File: config.mk
export PLATFORM = sky130hd
export DESIGN_NAME = mem_loader
export DESIGN_NICKNAME = d
export VERILOG_FILES = /design/src/rtl/mem_loader_pkg.sv /design/src/rtl/mem_loader_reset_stretch.sv /design/src/rtl/mem_loader.sv
export SDC_FILE = /design/constraint.sdc
export NUM_CORES = 1
export LEC_CHECK = 0
export ABC_AREA = 1
export CAP_MARGIN = 5
export CORE_MARGIN = 2
export CORE_UTILIZATION = 47
export CTS_BUF_LIST = sky130_fd_sc_hd__clkbuf_4
export DETAILED_ROUTE_END_ITERATION = 16
export PLACE_DENSITY_LB_ADDON = 0.15
export SETUP_SLACK_MARGIN = 0.4
export SLEW_MARGIN = 20
export SYNTH_ARGS = -nofsm -noshare
export SYNTH_HDL_FRONTEND = slang
export SYNTH_SLANG_ARGS = --single-unit
File: constraint.sdc
create_clock -name clk -period 3.1 [get_ports clk]
set_input_delay 0.31 -clock clk [delete_from_list [all_inputs] [get_ports clk]]
set_output_delay 0.31 -clock clk [all_outputs]
set_load 0.1 [all_outputs]
File: src/rtl/mem_loader_pkg.sv
// Shared types and defaults for the 6502 firmware boot loader.
package mem_loader_pkg;

  typedef enum logic [2:0] {
    LDR_IDLE,
    LDR_LOAD,
    LDR_VEC_LO,
    LDR_VEC_HI,
    LDR_HOLD,
    LDR_DONE
  } ldr_state_t;

  localparam logic [15:0] RESET_VECTOR = 16'hFFFC;
  localparam int          ADDR_WIDTH   = 16;
  localparam int          REG_WIDTH    = 8;

endpackage

File: src/rtl/mem_loader_reset_stretch.sv
// Down-counter that keeps the CPU in reset for HOLD_CYCLES cycles once HOLD is entered.
module reset_stretch #(
  parameter int HOLD_CYCLES = 4
) (
  input  logic clk,
  input  logic reset_n,
  input  logic load,
  output logic expired
);

  localparam int               CNT_W  = $clog2(HOLD_CYCLES + 1);
  localparam logic [CNT_W-1:0] RELOAD = CNT_W'(HOLD_CYCLES - 1);

  logic [CNT_W-1:0] cnt;

  // Held at the reload value outside HOLD, so the first HOLD cycle already counts.
  always_ff @(posedge clk or negedge reset_n) begin
    if (!reset_n) begin
      cnt <= RELOAD;
    end else if (load) begin
      cnt <= RELOAD;
    end else if (cnt != '0) begin
      cnt <= cnt - 1'b1;
    end
  end

  assign expired = (cnt == '0);

endmodule

File: src/rtl/mem_loader.sv
// Streams a firmware image into system memory, patches the reset vector and
// releases the CPU from reset after a hold interval.
module mem_loader
  import mem_loader_pkg::*;
#(
  parameter int                    ADDR_WIDTH   = mem_loader_pkg::ADDR_WIDTH,
  parameter int                    DATA_WIDTH   = REG_WIDTH,
  parameter int                    LEN_WIDTH    = 17,
  parameter logic [ADDR_WIDTH-1:0] VECTOR_ADDR  = ADDR_WIDTH'(RESET_VECTOR),
  parameter bit                    WRITE_VECTOR = 1'b1,
  parameter int                    HOLD_CYCLES  = 4
) (
  input  logic                  clk,
  input  logic                  reset_n,
  input  logic                  start,
  input  logic [ADDR_WIDTH-1:0] base_addr,
  input  logic [LEN_WIDTH-1:0]  length,
  input  logic                  in_valid,
  input  logic [DATA_WIDTH-1:0] in_data,
  output logic                  in_ready,
  output logic                  mem_we,
  output logic [ADDR_WIDTH-1:0] mem_addr,
  output logic [DATA_WIDTH-1:0] mem_din,
  output logic                  cpu_reset_n,
  output logic                  busy,
  output logic                  done,
  output logic                  error
);

  localparam int SUM_W = ((ADDR_WIDTH > LEN_WIDTH) ? ADDR_WIDTH : LEN_WIDTH) + 1;
  localparam logic [SUM_W-1:0] MEM_SIZE = SUM_W'(1) << ADDR_WIDTH;

  ldr_state_t              state;
  logic [ADDR_WIDTH-1:0]   base_q;
  logic [LEN_WIDTH-1:0]    len_q;
  logic [LEN_WIDTH-1:0]    count;
  logic [SUM_W-1:0]        end_addr;
  logic                    overflow;
  logic [15:0]             base16;
  logic                    hold_expired;

  // An image ending exactly at the top of memory is legal; anything past it would wrap.
  assign end_addr = SUM_W'(base_addr) + SUM_W'(length);
  assign overflow = (end_addr > MEM_SIZE);
  assign base16   = 16'(base_q);

  reset_stretch #(
    .HOLD_CYCLES(HOLD_CYCLES)
  ) u_reset_stretch (
    .clk    (clk),
    .reset_n(reset_n),
    .load   (state != LDR_HOLD),
    .expired(hold_expired)
  );

  always_ff @(posedge clk or negedge reset_n) begin
    if (!reset_n) begin
      state       <= LDR_IDLE;
      base_q      <= '0;
      len_q       <= '0;
      count       <= '0;
      in_ready    <= 1'b0;
      mem_we      <= 1'b0;
      mem_addr    <= '0;
      mem_din     <= '0;
      cpu_reset_n <= 1'b0;
      busy        <= 1'b0;
      done        <= 1'b0;
      error       <= 1'b0;
    end else begin
      mem_we <= 1'b0;
      case (state)
        LDR_IDLE, LDR_DONE: begin
          if (start) begin
            if (overflow) begin
              error <= 1'b1;
            end else begin
              error       <= 1'b0;
              base_q      <= base_addr;
              len_q       <= length;
              count       <= '0;
              cpu_reset_n <= 1'b0;
              busy        <= 1'b1;
              done        <= 1'b0;
              if (length != '0) begin
                state    <= LDR_LOAD;
                in_ready <= 1'b1;
              end else if (WRITE_VECTOR) begin
                state <= LDR_VEC_LO;
              end else begin
                state <= LDR_HOLD;
              end
            end
          end
        end

        LDR_LOAD: begin
          if (in_valid && in_ready) begin
            mem_we   <= 1'b1;
            mem_addr <= base_q + ADDR_WIDTH'(count);
            mem_din  <= in_data;
            count    <= count + 1'b1;
            if (count == len_q - 1'b1) begin
              in_ready <= 1'b0;
              state    <= WRITE_VECTOR ? LDR_VEC_LO : LDR_HOLD;
            end
          end
        end

        // Vector halves are always bytes of the base, zero-padded above ADDR_WIDTH.
        LDR_VEC_LO: begin
          mem_we   <= 1'b1;
          mem_addr <= VECTOR_ADDR;
          mem_din  <= DATA_WIDTH'(base16[7:0]);
          state    <= LDR_VEC_HI;
        end

        LDR_VEC_HI: begin
          mem_we   <= 1'b1;
          mem_addr <= VECTOR_ADDR + 1'b1;
          mem_din  <= DATA_WIDTH'(base16[15:8]);
          state    <= LDR_HOLD;
        end

        LDR_HOLD: begin
          if (hold_expired) begin
            state       <= LDR_DONE;
            cpu_reset_n <= 1'b1;
            busy        <= 1'b0;
            done        <= 1'b1;
          end
        end

        default: state <= LDR_IDLE;
      endcase
    end
  end

endmodule

==> metrics.md, run 1 <==
| Metric | Value |
|---|---|
| Result of the run | `finished, final reports clean` |
| Netlist area before placement | `0.00637 mm²` |
| CTS clock-pin slew for the worst setup and hold paths | `160 ps` |
| Top FF cell, synth | `dfrtp_1` |
| Total of endpoints with negative setup slack in the final report | `0` |
| Maximum VDD drop | `0.000341 V` |
| Start point of the critical path | `base_addr[0]` |
| TritonCTS sink count | `85` |
| Aggregate global routing overflow | `0` |
| Post-DP Area | `0.00730 mm²` |
| Most numerous cell on the critical path | `nand2_1` |
| Final worst path period need | `2570 ps` |
| Post-synthesis area per instance | `6.97 µm²` |
| Count of warnings emitted by yosys | `0` |
| Post-layout nets | `1077` |
| Async SR Flop Fraction | `1.00` |
| Signed area change from the synthesized netlist to the final layout | `18.0%` |
| Routed wire length | `16600 µm` |
| Detailed-routing iteration count for the pre-antenna-repair pass | `8` |
| Worst hold path type | `in -> async` |
| CTS Root Cell | `clkbuf_4` |
| Cell-by-cell trace of the critical path | `clkdlybuf4s50_1 -> ha_2 -> inv_1 -> fa_2 -> nand2_1 -> a21oi_2 -> nand3_1 -> nor2_1 -> nand4_1 -> nor2_1 -> nand3_1 -> nand2_2 -> nand2_2 -> nand2_4 -> buf_4 -> nand2_1 -> nand2_1 -> nand2_1` |
| Setup repair after global routing missed its margin | `yes` |
| Data arrival, critical path | `2960 ps` |
| Biggest area contributors in the synthesized netlist | `dfrtp_1 33%, nand2_1 14%, inv_1 7.5%, ha_1 6.9%, nor2_1 5.7%` |
| Core ar. | `0.0132 mm²` |
| Number of buffers between clock root and the deepest sink | `2` |
| Worst path required time | `3490 ps` |
| Port buffer count | `74` |
| Row count | `42` |
| Synth cell types | `42` |
| Switching component of the power | `0.00393 W` |
| Setup slack on the worst flop-to-flop path | `610 ps` |
| Overall via count from detail_route | `5974` |
| Sequential-to-total area share from yosys stat | `0.335` |
| Maximum number of pins on one net before global-route repair | `86` |
| Count of fill cells added during filler insertion | `1321` |
| Routed length per placed instance | `14.1 µm` |
| Max-cap violations | `0` |
| Transition time at the pin with the least slew margin | `978 ps` |
| Final Hold Fails | `0` |
| Die Y | `120 µm` |
| Final RePlAce weighted congestion | `0.897` |
| DP HPWL | `13100 µm` |
| Yosys reg bits | `85` |
| Syn Inst Count | `914` |
| Pwr Density | `925 mW/mm²` |
| Cell internal pwr | `0.00303 W` |
| Launching element type of the critical path | `input pin` |
| Cell type with the largest total area after synthesis | `dfrtp_1` |
| Endpoint class of the critical path | `register` |
| Share of final-layout standard cells stronger than drive strength 1 | `0.0690` |
| Number of antenna violations at the first check in global routing | `1` |
| Share of total power in combinational logic | `0.630` |
| Global-route wire length before repair | `27700 µm` |
| Initial DRC count | `333` |
| Clock Power Share | `0.084` |
| Final non-filler cell area | `0.00751 mm²` |
| Cell with the largest stage delay on the worst path | `fa_2` |
| Number of synthesized flops with an enable pin | `0` |
| Syn Nets | `996` |
| Rel. slew slack | `0.346` |
| Post-DRT Antenna Nets | `0` |
| Path type of the worst setup path | `in -> reg` |
| IO Pins | `75` |
| Via count of the first global-routing pass | `5608` |
| Max H-tree Level | `3` |
| Lkg Pwr | `3.79 nW` |
| Pwr Total | `0.00695 W` |
| DR DRC count | `0` |
| Via density | `5.08` |
| Initial core utilization | `0.481` |
| R2R Path Start | `count[0]` |
| Clock latency reported for the late side of the worst-skew pair | `470 ps` |
| Die ar. | `0.0145 mm²` |
| Sw frac | `0.565` |
| Final setup TNS | `0 ps` |
| Total global routing track utilization | `0.240` |
| Sequential power share | `0.286` |
| Critical-path maximum fanout | `5` |
| Fraction of post-synthesis cell area in the top cell type by area | `0.326` |
| TritonCTS buffer count | `9` |
| Delay of the slowest cell on the worst path | `510 ps` |
| Crit share post-route | `0.828` |
| TritonCTS clock tree | `built` |
| Die width | `120 µm` |
| Highest clock rate | `389 MHz` |
| Setup Skew | `25.3 ps` |
| Final Max Slew Viols | `0` |
==> cells in the final DEF (no fill, tap or decap), drive strengths merged, types with 2 or more instances in the layout <==
master / n
nor4: 5
o21ai: 61
xnor2: 16
a21boi: 4
ha: 35
dfrtp: 83
inv: 129
o22ai: 2
clkinv: 5
fa: 2
nand2: 249
a21o: 2
nand4: 26
nor3b: 2
or2: 2
nor2: 101
clkdlybuf4s50: 73
nand3: 59
clkbuf: 9
nor3: 12
buf: 20
and2: 2
dfstp: 2
a21oi: 50
a31oi: 8
xor2: 33
o31ai: 2
==> Yosys cell counts, types with 3 or more instances <==
cell      instances
o21ai_2           5
dfrtp_1          83
buf_2             5
o21ai_1          15
nand4_1          26
o21ai_0          41
buf_6             4
xor2_1           33
nand3_1          57
buf_4             3
nor3_1           12
a21oi_2           3
nor2_2            4
a21boi_0          3
clkbuf_1         12
a21oi_1          47
xnor2_1          16
nand2_1         245
a31oi_1           8
nor2_1           96
nor4_1            5
ha_1             35
inv_1           127
==> logic make-up (layout without fill, tap and decap cells) <==
family / count (synthesis) / after routing / share of synthesized area
xor+xnor: 50 / 50 / 0.0710
compound gates: 132 / 132 / 0.116
flops: 85 / 85 / 0.335
buf+inv: 152 / 237 / 0.0973
other cells: 0 / 1 / 0
fa+ha+maj: 37 / 37 / 0.0751
simple gates: 458 / 459 / 0.307
==> per-layer routing <==
metal / GRT usage / wire, µm / vias up
met4: 0.0865 / 394 / 0
met3: 0.0278 / 750 / 25
met2: 0.401 / 7760 / 152
li1: - / - / 3121
met5: 0 / 0 / -
met1: 0.322 / 7670 / 2676
==> power groups by stage <==
stage / Sequential [W] / Clock [W] / Combinational [W]
after floorplan: 0.00304 / 0 / 0.00217
final: 0.00199 / 0.000585 / 0.00438
after detailed placement: 0.00201 / 0 / 0.00423
after global placement: 0.00200 / 0 / 0.00419
after global routing: 0.00205 / 0.000648 / 0.00480
after CTS: 0.00199 / 0.000600 / 0.00425
==> layout make-up <==
cell class | count | area, µm² | share of cell area
diodes | 1 | 2.50 | 0.000333
clock buffers | 9 | 67.6 | 0.00899
clock inverters | 7 | 50.0 | 0.00666
inverters | 127 | 477 | 0.0634
multi-input cells | 678 | 3660 | 0.487
flip-flops and latches | 85 | 2130 | 0.284
well taps | 176 | 220 | 0.0293
repair buffers | 94 | 907 | 0.121
==> through the flow <==
| step | utilization | hold WS (ps) | setup WS (ps) | instances |
|---|---|---|---|---|
| detailed placement | 0.551 | 470 | 5.53 | 1153 |
| floorplan | - | 14.4 | 804 | 914 |
| CTS | 0.560 | 46.7 | 402 | 1169 |
| finish | 0.567 | 428 | 533 | 1177 |
| global route | 0.567 | 456 | 387 | 1177 |
| global placement | 0.551 | 465 | 51.5 | 1153 |
==> worst max-delay path, delay by kind of cell <==
family / cells / cell delay [ps]
compound gates: 1 / 120
fa+ha+maj: 2 / 690
simple gates: 12 / 1150
buf+inv: 3 / 690
==> final timing paths <==
path / endpoint / cells after the start
worst max register to register: mem_addr[12] / 10
min in group clk: base16[15] / 3
worst min-delay path: mem_addr[12] / 2
max in group asynchronous: count[0] / 2
worst min register to register: busy / 2
worst max-delay path: state[0] / 18
==> state kept, by name (all words and copies together) (netlist names) <==
name                 cells
state                    3
in_ready                 1
busy                     1
mem_we                   1
len_q                   17
mem_addr                16
count                   17
error                    1
mem_din                  8
base16                  16
u_reset_stretch.cnt      3
done                     1
==> timing repair <==
item	in CTS	in global routing
endpoints found under the setup margin	0	59
hold buffers	0	1
gates resized for setup	0	18
buffers inserted	0	5
hold endpoints to repair	0	83
Power figures use the tool's default switching activity.
==> run 2, diff against run 1 <==
==> constraint.sdc (replaced) <==
create_clock -name clk -period 2.45 [get_ports clk]
set_input_delay 0.245 -clock clk [delete_from_list [all_inputs] [get_ports clk]]
set_output_delay 0.245 -clock clk [all_outputs]
set_load 0.1 [all_outputs]
==> run 2 against run 1 <==
First-iteration DRC count up 38%. Cell count rose by 8.7%. Count of clock-buffer cells in the layout did not move. Routed wire length is 22% higher. Die area stayed put. Global-route usage rose by 1.7 points. Clock skew grew 1.5 ps. Hold slack got worse by 300 ps. Combinational power increased by 61%. Sequential share of layout area is 5.3 points lower. Via count grew 14%. Largest power group unchanged. Highest routed layer unchanged.
==> metrics.md, run 2 (same netlist as run 1, synthesis figures left out) <==
| Metric | Value |
|---|---|
| Core ar. | `0.0132 mm² (unchanged)` |
| Aggregate global routing overflow | `0 (unchanged)` |
| Overall via count from detail_route | `6788 (+14%)` |
| DR DRC count | `0 (unchanged)` |
| Endpoint class of the critical path | `register` |
| Number of buffers between clock root and the deepest sink | `2 (unchanged)` |
| Path type of the worst setup path | `reg -> reg` |
| R2r worst-path depth | `14 (+4)` |
| IO Pins | `75 (unchanged)` |
| Pwr Density | `1130 mW/mm² (+23%)` |
| CTS clock-pin slew for the worst setup and hold paths | `170 ps (about the same)` |
| Met2 Use GR | `0.434 (+0.0332)` |
| Count of fill cells added during filler insertion | `1100 (-17%)` |
| Routed wire length | `20200 µm (+22%)` |
| Via density | `5.31 (+4.6%)` |
| Share of total power in combinational logic | `0.670 (+0.040)` |
| Cell internal pwr | `0.00475 W (+57%)` |
| Detailed-routing iteration count for the pre-antenna-repair pass | `6 (-2)` |
| Initial core utilization | `0.481 (unchanged)` |
| Die ar. | `0.0145 mm² (unchanged)` |
| Via count of the first global-routing pass | `6221 (+11%)` |
| Total of endpoints with negative setup slack in the final report | `0 (unchanged)` |
| Transition time at the pin with the least slew margin | `677 ps (-301 ps)` |
| Pwr Total | `0.0105 W (+51%)` |
| Number of antenna violations at the first check in global routing | `1 (unchanged)` |
| Final RePlAce weighted congestion | `0.946 (+5.4%)` |
| Setup repair after global routing missed its margin | `yes` |
| Maximum VDD drop | `0.000435 V (+27%)` |
| Sw frac | `0.549 (-0.0160)` |
| Final Non-Filler Cells | `1279 (+8.7%)` |
| Rel. slew slack | `0.546 (+0.200)` |
| Routed length per placed instance | `15.8 µm (+12%)` |
| TritonCTS sink count | `85 (unchanged)` |
| Final worst path period need | `2150 ps` |
| Lkg Pwr | `4.53 nW (+20%)` |
| Final Max Slew Viols | `0 (unchanged)` |
| GR Layer Usage met1 | `0.333 (+0.0112)` |
| Worst hold path type | `in -> reg` |
| Leading cell type in the layout, fill and taps excluded | `nand2_1` |
| Initial DRC count | `461 (+38%)` |
| Sequential power share | `0.245 (-0.041)` |
| Final Hold Fails | `0 (unchanged)` |
| Maximum number of pins on one net before global-route repair | `43 (-50%)` |
| Worst hold path cell count | `4` |
| Placed Cells | `1217 (+5.6%)` |
| Switching component of the power | `0.00577 W (+47%)` |
| Signed area change from the synthesized netlist to the final layout | `45.6%` |
| Commonest non-fill, non-tap cells in the layout | `180 x nand2_1, 130 x buf_4, 114 x inv_1` |
| Met3 Resource Use GR | `0.0429 (+0.0151)` |
| Share of final-layout standard cells stronger than drive strength 1 | `0.344 (+0.275)` |
| Launching element type of the critical path | `register` |
| Critical-path maximum fanout | `4 (-1)` |
| Worst path required time | `2850 ps (-640 ps)` |
| Highest-utilization routing layer at the global route stage | `met2` |
| Clock latency reported for the late side of the worst-skew pair | `480 ps (about the same)` |
| Max-cap violations | `0 (unchanged)` |
| TritonCTS buffer count | `9 (unchanged)` |
| Port buffer count | `74 (unchanged)` |
| Final setup TNS | `0 ps (unchanged)` |
| Final non-filler cell area | `0.00927 mm² (+23%)` |
| Place WS | `-524 ps (-530 ps)` |
| Final Worst Setup Slack | `297 ps (-236 ps)` |
| Data arrival, critical path | `2550 ps (-410 ps)` |
| TritonCTS clock tree | `built` |
| Row count | `42 (unchanged)` |
| DP HPWL | `13800 µm (+5.2%)` |
| Clock Power Share | `0.085 (about the same)` |
| Post-layout nets | `1179 (+9.5%)` |
| Result of the run | `finished, final reports clean` |
| Global-route wire length before repair | `29800 µm (+7.6%)` |
| Max H-tree Level | `3 (unchanged)` |
| Setup Skew | `26.8 ps (+1.52 ps)` |
| CTS Root Cell | `clkbuf_4` |
| Die Y | `120 µm (unchanged)` |
| Crit share post-route | `0.879` |
| Total global routing track utilization | `0.258 (+0.0175)` |
| Die width | `120 µm (unchanged)` |
| Post-DP Area | `0.00775 mm² (+6.2%)` |
| Post-DRT Antenna Nets | `0 (unchanged)` |
| Largest registers | `count: 17 flops, len_q: 17 flops` |
| Highest clock rate | `464 MHz` |
## run 2: cell count changes in the layout (fill, tap and decap cells not counted), moves of 21 or more
cell	delta
clkdlybuf4s50_1	-60
nand2_4	+22
nand2_2	+41
buf_4	+112
ha_1	-21
nor2_1	-23
nand2_1	-62
## run 2: final timing paths
kind | start | endpoint | slack (ps)
setup / recovery | len_q[6] | state[2] | 300
hold reg to reg | busy | busy | 500
setup reg to reg | len_q[6] | state[2] | 300
hold / removal | length[1] | len_q[1] | 130
max in group asynchronous | reset_n | len_q[7] | 1550
min in group asynchronous | reset_n | mem_din[1] | 280
## run 2: power groups by stage
| stage | Clock, W | Combinational, W | Sequential (W) |
|---|---|---|---|
| after floorplan | 0 | 0.00276 | 0.00385 |
| after global placement | 0 | 0.00556 | 0.00245 |
| after detailed placement | 0 | 0.00561 | 0.00246 |
| after CTS | 0.000898 | 0.00612 | 0.00245 |
| after global routing | 0.000949 | 0.00755 | 0.00264 |
| final | 0.000891 | 0.00704 | 0.00258 |
## run 2: critical path: stages, from the launching register on
cell and delay, ps:
dfrtp_1 500, nor2_2 160, nand2_1 100, nor2_4 190, nand4_1 140, xor2_1 190
nand3_1 110, nor2_2 100, nand2_1 100, nand2_1 100, nand2_1 80, nor2_2 140
nand2_2 90, nand2_1 60, nand2_1 40
## run 2: stage by stage
step / hold slack [ps] / util
4_1_cts: 152 / 0.636
2_1_floorplan: -50.6 / -
5_1_grt: 139 / 0.700
3_5_place_dp: 267 / 0.585
6_report: 128 / 0.700
3_3_place_gp: 264 / 0.585
## run 2: repair_timing
action | 4_1_cts | 5_1_grt
hold buffers | 1 | 0
setup buffers | 16 | 18
cloned | 4 | 6
pin swaps | 30 | 58
gates resized for setup | 106 | 199
hold endpoints to repair | 38 | 0
endpoints found under the setup margin | 61 | 64
## run 2: metal layers
layer / part of all wire / routed length (µm) / vias to the layer above
met5: 0 / 0 / -
met4: 0.035 / 716 / 0
met3: 0.060 / 1210 / 55
met2: 0.49 / 9980 / 248
met1: 0.41 / 8270 / 3153
li1: - / - / 3332
## run 2: cell type report
cell class | count | area (µm²) | share of cell area
clock inverter | 7 | 82.6 | 0.00891
multi-input combinational | 679 | 4510 | 0.487
inverter | 127 | 480 | 0.0518
antenna | 1 | 2.50 | 0.000270
timing repair buffer | 195 | 1770 | 0.190
clock buffer | 9 | 67.6 | 0.00729
tap | 176 | 220 | 0.0238
sequential | 85 | 2140 | 0.231
